===== src/rtl/reg_seq.sv =====
// reg_seq: instruction sequencer driving a 4x8 register file (read, execute, writeback)
module reg_seq (
  input  logic       clk,
  input  logic       RST_N,
  input  logic [7:0] INSTR,
  input  logic       INSTR_VALID,
  output logic       INSTR_READY,
  output logic [1:0] DIR_A,
  output logic [1:0] DIR_B,
  output logic [1:0] DIR_WR,
  output logic       EN,
  output logic [7:0] DI,
  input  logic [7:0] DOA,
  input  logic [7:0] DOB,
  input  logic [7:0] ALU_RES,
  output logic       ALU_GO,
  output logic       DONE
);
  typedef enum logic [2:0] {IDLE, READ, EXEC, IMM, WB} state_t;
  state_t state_q, state_d, dec;
  logic [1:0] op_q, op_d, rd_q, rd_d, dir_a_q, dir_a_d, dir_b_q, dir_b_d, dir_wr_q, dir_wr_d;
  logic [7:0] di_q, di_d;
  logic en_q, alu_go_q, done_q, acc, take;
  logic unused_dob;
  assign unused_dob = ^DOB;
  assign INSTR_READY = RST_N && (state_q == IDLE || state_q == IMM || state_q == WB);
  assign acc = INSTR_VALID && INSTR_READY;
  assign take = acc && state_q != IMM;
  // NOP decodes straight back to IDLE, so it never reaches WB
  assign dec = INSTR[7:6] == 2'b10 ? IMM : INSTR[7:6] == 2'b11 ? IDLE : READ;
  always_comb begin
    state_d = state_q;
    case (state_q)
      IDLE:    state_d = acc ? dec : IDLE;
      READ:    state_d = EXEC;
      EXEC:    state_d = WB;
      IMM:     state_d = acc ? WB : IMM;
      WB:      state_d = acc ? dec : IDLE;
      default: state_d = IDLE;
    endcase
  end
  always_comb begin
    op_d     = take ? INSTR[7:6] : op_q;
    rd_d     = take ? INSTR[5:4] : rd_q;
    dir_a_d  = state_d == READ ? INSTR[3:2] : dir_a_q;
    dir_b_d  = state_d == READ ? INSTR[1:0] : dir_b_q;
    dir_wr_d = state_d == WB ? rd_q : dir_wr_q;
    di_d     = state_q == EXEC ? (op_q == 2'b00 ? ALU_RES : DOA) :
               (state_q == IMM && acc) ? INSTR : di_q;
  end
  always_ff @(posedge clk or negedge RST_N) begin
    if (!RST_N) begin
      state_q  <= IDLE;
      op_q     <= '0;
      rd_q     <= '0;
      dir_a_q  <= '0;
      dir_b_q  <= '0;
      dir_wr_q <= '0;
      di_q     <= '0;
      en_q     <= 1'b0;
      alu_go_q <= 1'b0;
      done_q   <= 1'b0;
    end else begin
      state_q  <= state_d;
      op_q     <= op_d;
      rd_q     <= rd_d;
      dir_a_q  <= dir_a_d;
      dir_b_q  <= dir_b_d;
      dir_wr_q <= dir_wr_d;
      di_q     <= di_d;
      en_q     <= state_d == WB;
      alu_go_q <= state_d == EXEC;
      done_q   <= state_d == WB;
    end
  end
  assign DIR_A  = dir_a_q;
  assign DIR_B  = dir_b_q;
  assign DIR_WR = dir_wr_q;
  assign DI     = di_q;
  assign EN     = en_q;
  assign ALU_GO = alu_go_q;
  assign DONE   = done_q;
endmodule


===== config.mk =====
export PLATFORM = sky130hd
export DESIGN_NAME = reg_seq
export DESIGN_NICKNAME = d
export VERILOG_FILES = /design/src/rtl/reg_seq.sv
export SDC_FILE = /design/constraint.sdc
export NUM_CORES = 1
export LEC_CHECK = 0
export CORE_MARGIN = 5
export CORE_UTILIZATION = 39
export CTS_CLUSTER_DIAMETER = 50
export DETAILED_ROUTE_END_ITERATION = 7
export PLACE_DENSITY = 0.88
export SETUP_SLACK_MARGIN = 0.5
export SLEW_MARGIN = 5
export SYNTH_ARGS = -nofsm -noshare
export SYNTH_HDL_FRONTEND = slang
export SYNTH_SLANG_ARGS = --single-unit

===== constraint.sdc =====
create_clock -name clk -period 1.59 [get_ports clk]
set_clock_uncertainty 0.05 [all_clocks]
set_input_delay 0.318 -clock clk [delete_from_list [all_inputs] [get_ports clk]]
set_output_delay 0.318 -clock clk [all_outputs]
set_load 0.02 [all_outputs]

# --- After elaboration in Yosys (flattened, before gate mapping) ---
# Index checks and enable logic that the tools add are counted.
word_totals:
  regBits: 23
  latchBits: 0
  ramBits: 0
  romBits: 0
  input_bits: 35
  output_inout_bits: 18
  wordCells: 37
  mem_count: 0
op_classes:
  addsub: 0
  n_mul: 0
  div: 0
  n_lt_le_gt_ge: 0
  n_eq_ne: 10
  shifts: 0
  mux: 8
  n_bitwise: 0
  reduce_logical: 10
ops:
  columns: ["op", "count"]
  rows:
  - ["$mux W8", 3]
  - ["$pmux W3 S4", 1]
  - ["$eq A3 B2 Y1 const B", 3]
  - ["$eq A3 B1 Y1 const B", 2]
  - ["$eq A3 B3 Y1 const B", 2]
  - ["$eq A2 B2 Y1 const B", 2]
  - ["$logic_and A1 B1 Y1", 4]
  - ["$mux W2", 2]
  - ["$logic_not A3 Y1", 1]
  - ["$mux W3", 1]
  - ["$ne A3 B2 Y1 const B", 1]
  - ["$logic_not A2 Y1", 1]
  - ["$logic_or A1 B1 Y1", 2]
  - ["$reduce_bool A2 Y1", 1]
  - ["$reduce_or A2 Y1", 1]
  - ["$mux W1", 1]

# --- Logic depth before layout (Yosys ltp) ---
depth:
  ltp_word: 8
  mapped_depth: 4

# --- Worst setup path after synthesis ---
# OpenSTA, ideal clock, no wires.
synth_path:
  path_kind: "flip-flop to flip-flop"
  startpoint: "reg state_q[2]"
  endpoint: "reg dir_wr_q[0], in the netlist DIR_WR[0]"
  setup_time_ns: 0.128
  t_arrival_ns: 1.201
  required_ns: 1.412
  slack_ns: 0.211
  path_stages_with_launch: 5
  synth_period_minus_slack_ns: 1.379
  path_cell_list: "dfrtp_1 -> nand2b_1 -> a21oi_1 -> buf_2 -> mux2_1"
synth_between:
  elab_chain_cells: 8
  elab_cells_between_ends: 14
  cone_classes: "eq/ne: 5; mux: 3; reduce/logical: 6"
synth_rtl:
  columns: ["element", "line_no", "rtl"]
  rows:
  - ["start, declared", "20", "state_t state_q, state_d, dec;"]
  - ["start signal, assigned", "64", "state_q <= state_d;"]
  - ["$eq A3 B2 Y1 / $logic_not A3 Y1 (equally long branches)", "26, 33", null]
  - ["$logic_or A1 B1 Y1 (2 in series)", "26", "assign INSTR_READY = RST_N && (state_q == IDLE || state_q == IMM || state_q == WB);"]
  - ["$logic_and A1 B1 Y1", "26", null]
  - ["$logic_and A1 B1 Y1", "27", "assign acc = INSTR_VALID && INSTR_READY;"]
  - ["$mux W3", "37", "IMM: state_d = acc ? WB : IMM;"]
  - ["$pmux W3 S4 (*)", "33", "case (state_q)"]
  - ["via state_d[2]", "20", null]
  - ["$eq A3 B3 Y1 (*)", "47", "dir_wr_d = state_d == WB ? rd_q : dir_wr_q;"]
  - ["end signal, assigned", "69", "dir_wr_q <= dir_wr_d;"]
  - ["end, declared", "21", "logic [1:0] op_q, op_d, rd_q, rd_d, dir_a_q, dir_a_d, dir_b_q, dir_b_d, dir_wr_q, dir_wr_d;"]
# Mark *: on every way through the listed nets, which the timed path passes. The rest lies on a longest branch.
# A chain may end at the register's enable or synchronous reset.

# --- Worst setup path in the final report ---
layout_path:
  startpoint: "reg state_q[0]"
  endpoint: "out INSTR_READY"
layout_between:
  elab_chain_cells: 4
  elab_cells_between_ends: 6
  cone_classes: "eq/ne: 2; reduce/logical: 4"
layout_rtl:
  columns: ["element", "line_no", "rtl"]
  rows:
  - ["$eq A3 B2 Y1 / $logic_not A3 Y1 (equally long branches)", "26", null]
  - ["$logic_or A1 B1 Y1", "26", null]
  - ["$logic_or A1 B1 Y1 (*)", "26", null]
  - ["$logic_and A1 B1 Y1 (*)", "26", null]
  - ["end, declared", "7", "output logic INSTR_READY,"]
# Mark *: on every way between the ends. The rest lies on a longest branch, timed or not.

==> results by group <==
Status
  – Status: finished, violations left
  – Failing checks: negative setup slack

CTS
  – Num CTS Buffers: 3
  – Clock Path Buffers: 2
  – CTS clock-pin slew for the worst setup and hold paths: 140 ps
  – Clock sink count: 23
  – Worst-skew pair later-pin latency: 310 ps
  – Root buf cell: clkbuf_4
  – Htree depth: 1
  – CTS tree: built

STA
  – Slew HR: 65.9%
  – Setup-failing EPs final: 1
  – Worst-margin pin slew: 511 ps
  – Endpoints failing hold: 0
  – FMAX: 606 MHz
  – Tcrit/Tclk final: 104%
  – Final worst setup slack: -60.9 ps
  – Post-layout minimum cycle time: 1650 ps
  – RSZ-0062 raised after global routing: yes
  – Setup_tns: -60.9 ps
  – Max-slew violations: 0

Global route
  – Overall Global Routing Usage: 19.2%
  – First-pass GRT wire length: 6020 um
  – Antenna violations before repair: 0
  – Total gr overflow: 0
  – Vias in the first global route: 1201
  – Largest net degree at the start of global routing: 18

Power and ir drop
  – P per Cell Area: 1570 nW/um^2
  – Leak: 0.925 nW
  – Peak supply drop: 1.18 mV
  – Tot Pwr: 3.28 mW

Final layout
  – Diodes inserted: 0
  – Layout cell share with drive strength beyond 1: 53.5%
  – Area delta synth->final: 93.1%
  – Nets: 206
  – Layout Cell Area excl Fill: 2090 um^2

Drt
  – Initial DRC count: 37
  – DR WL/cell: 20.1 um
  – DRC viols: 0
  – Number of iterations in the first detailed-routing pass: 4
  – Drt total wl: 4040 um
  – Final ANT Viol Nets: 0
  – Drt via density: 5.64
  – Via count: 1133

Place
  – DP HPWL: 2340 um
  – Gpl congestion: 0.801
  – DP Area: 1660 um^2
  – IO buf count: 44

Critical path
  – WP data arrival: 1280 ps
  – CP required: 1220 ps
  – CP Max Fanout: 3
  – Worst Setup End Kind: output pin
  – Crit Path Class: flip-flop to output pin
  – Kind of start point of the critical path: flip-flop

Synth
  – Post-synthesis cell count: 89
  – Avg Cell Area, Syn: 12.1 um^2
  – Top-area cell type share of the netlist area: 53.2%
  – Seq cells post-synth: 23
  – Seq/Total Area, Yosys: 53.2%
  – Netlist cell types: 25
  – Yosys top cell by area: dfrtp_1
  – Post-Synthesis Cell Area: 1080 um^2
  – Synth area leaders: dfrtp_1 53%, o221a_1 8.3%, o311ai_0 5.7%
  – Synth warn: 0
  – Mapped Nets: 124

Hold path
  – HP Class: input pin to asynchronous set/reset pin

Floorplanning
  – Die Span Y: 62.7 um
  – Row cnt: 19
  – Core area: 2710 um^2
  – Die X: 62.7 um
  – Ports: 53
  – Initial core utilization: 39.9%
  – Full die area: 3930 um^2

Flow run
  – Max-cap viol count: 0
==> stage by stage <==
| stage | cells | hold slack (ps) | setup WS (ps) | util [%] |
|---|---|---|---|---|
| 6_report | 201 | 96.6 | -60.9 | 77.0 |
| 5_1_grt | 201 | 93.2 | -103 | 77.0 |
| 4_1_cts | 192 | 103 | -36.8 | 71.7 |
| 3_5_place_dp | 174 | 422 | -373 | 61.4 |
| 3_3_place_gp | 174 | 425 | -356 | 61.4 |
| 2_1_floorplan | 89 | -27.6 | 293 | - |
==> path summary, 6_finish.rpt <==
path / from / to / slack [ps] / depth (start not counted)
worst max-delay path: state_q[0] / INSTR_READY / -60 / 3
worst min-delay path: RST_N / DIR_WR[1] / 100 / 2
worst max register to register: state_q[1] / rd_q[1] / 10 / 5
worst min register to register: rd_q[0] / DIR_WR[0] / 500 / 1
max in group asynchronous: RST_N / op_q[1] / 1190 / 2
min in group clk: INSTR[7] / op_q[1] / 410 / 3
==> placed cells by master (no fill, tap or decap) <==
cell             netlist  final
a21oi_1                2      1
a21oi_4                0      1
a22o_1                 1      1
and2_4                 0      1
and3_4                 0      1
and3b_1                1      1
buf_4                  1     34
buf_6                  0     22
clkbuf_1               2      1
clkbuf_4               0      3
clkdlybuf4s15_1        0      1
clkdlybuf4s50_1        0     23
dfrtp_1               23     19
dfrtp_2                0      4
dlymetal6s2s_1         0      2
inv_1                  9      9
mux2_4                 4     10
nand2_1                3      1
nand2_2                0      2
nand2b_1               2      1
nand2b_4               0      1
nor2_1                 2      1
nor2_4                 0      1
nor3_2                 1      1
nor3b_2                1      1
o21a_2                 0      1
o21ai_0                8      7
o21ai_1                0      1
o221a_1                8      8
o22ai_1                1      1
o311ai_2               0      1
o311ai_4               0      7
o41a_1                 1      1
==> worst max-delay path: stages, from the launching register on <==
cell	delay, ps
dfrtp_2	450
and3b_1	200
o21a_2	200
buf_6	120
==> where the power goes <==
part	switching, mW	internal (mW)
Clock	0.185	0.0979
Sequential	0.334	0.820
Combinational	0.731	1.12
Total	1.25	2.03
==> layer usage <==
| metal | global-route usage, % | share of wire [%] |
|---|---|---|
| met5 | 0 | 0 |
| met4 | 6.37 | 2.0 |
| met1 | 22.8 | 37 |
| met2 | 34.6 | 55 |
| met3 | 3.24 | 5.4 |
==> cells by family after synthesis <==
group                  share of synthesized area, %
AOI/OAI and AO/OA                              22.6
muxes                                          11.8
DFF                                            53.2
buffers and inverters                          5.44
and+or+nand+nor                                6.95
==> registers in the layout, indices dropped and copies added (netlist names) <==
register / count
DONE: 1
DIR_WR: 2
ALU_GO: 1
op_q: 2
DIR_B: 2
DIR_A: 2
state_q: 3
DI: 8
rd_q: 2
==> synthesized netlist by cell type <==
master / number
a21oi_1: 2
and3b_1: 1
o22ai_1: 1
and3_1: 1
mux2_2: 5
and2_1: 1
o221a_1: 8
a22o_1: 1
nand2_1: 3
o311ai_1: 1
buf_4: 1
nand2b_1: 2
o21ai_0: 8
o41a_1: 1
dfrtp_1: 23
inv_1: 9
buf_2: 2
mux2_1: 1
nor3_2: 1
clkbuf_1: 2
o311ai_0: 7
nor2_1: 2
nor3b_2: 1
mux2_4: 4
o21a_1: 1
==> final cells by class <==
type	count	area (um^2)
flip-flops and latches	23	581
fillers	175	623
multi-input cells	52	639
clock buffers	4	26.3
repair buffers	82	768
inverters	9	33.8
well taps	31	38.8
==> repair_timing <==
item	in CTS	in global routing
resized for setup	139	15
buffers inserted	14	9
endpoints found under the setup margin	39	39
pin swaps	4	6
cloned	0	0
hold buffers	0	0
No activity file was read; power rests on OpenSTA's default activity.
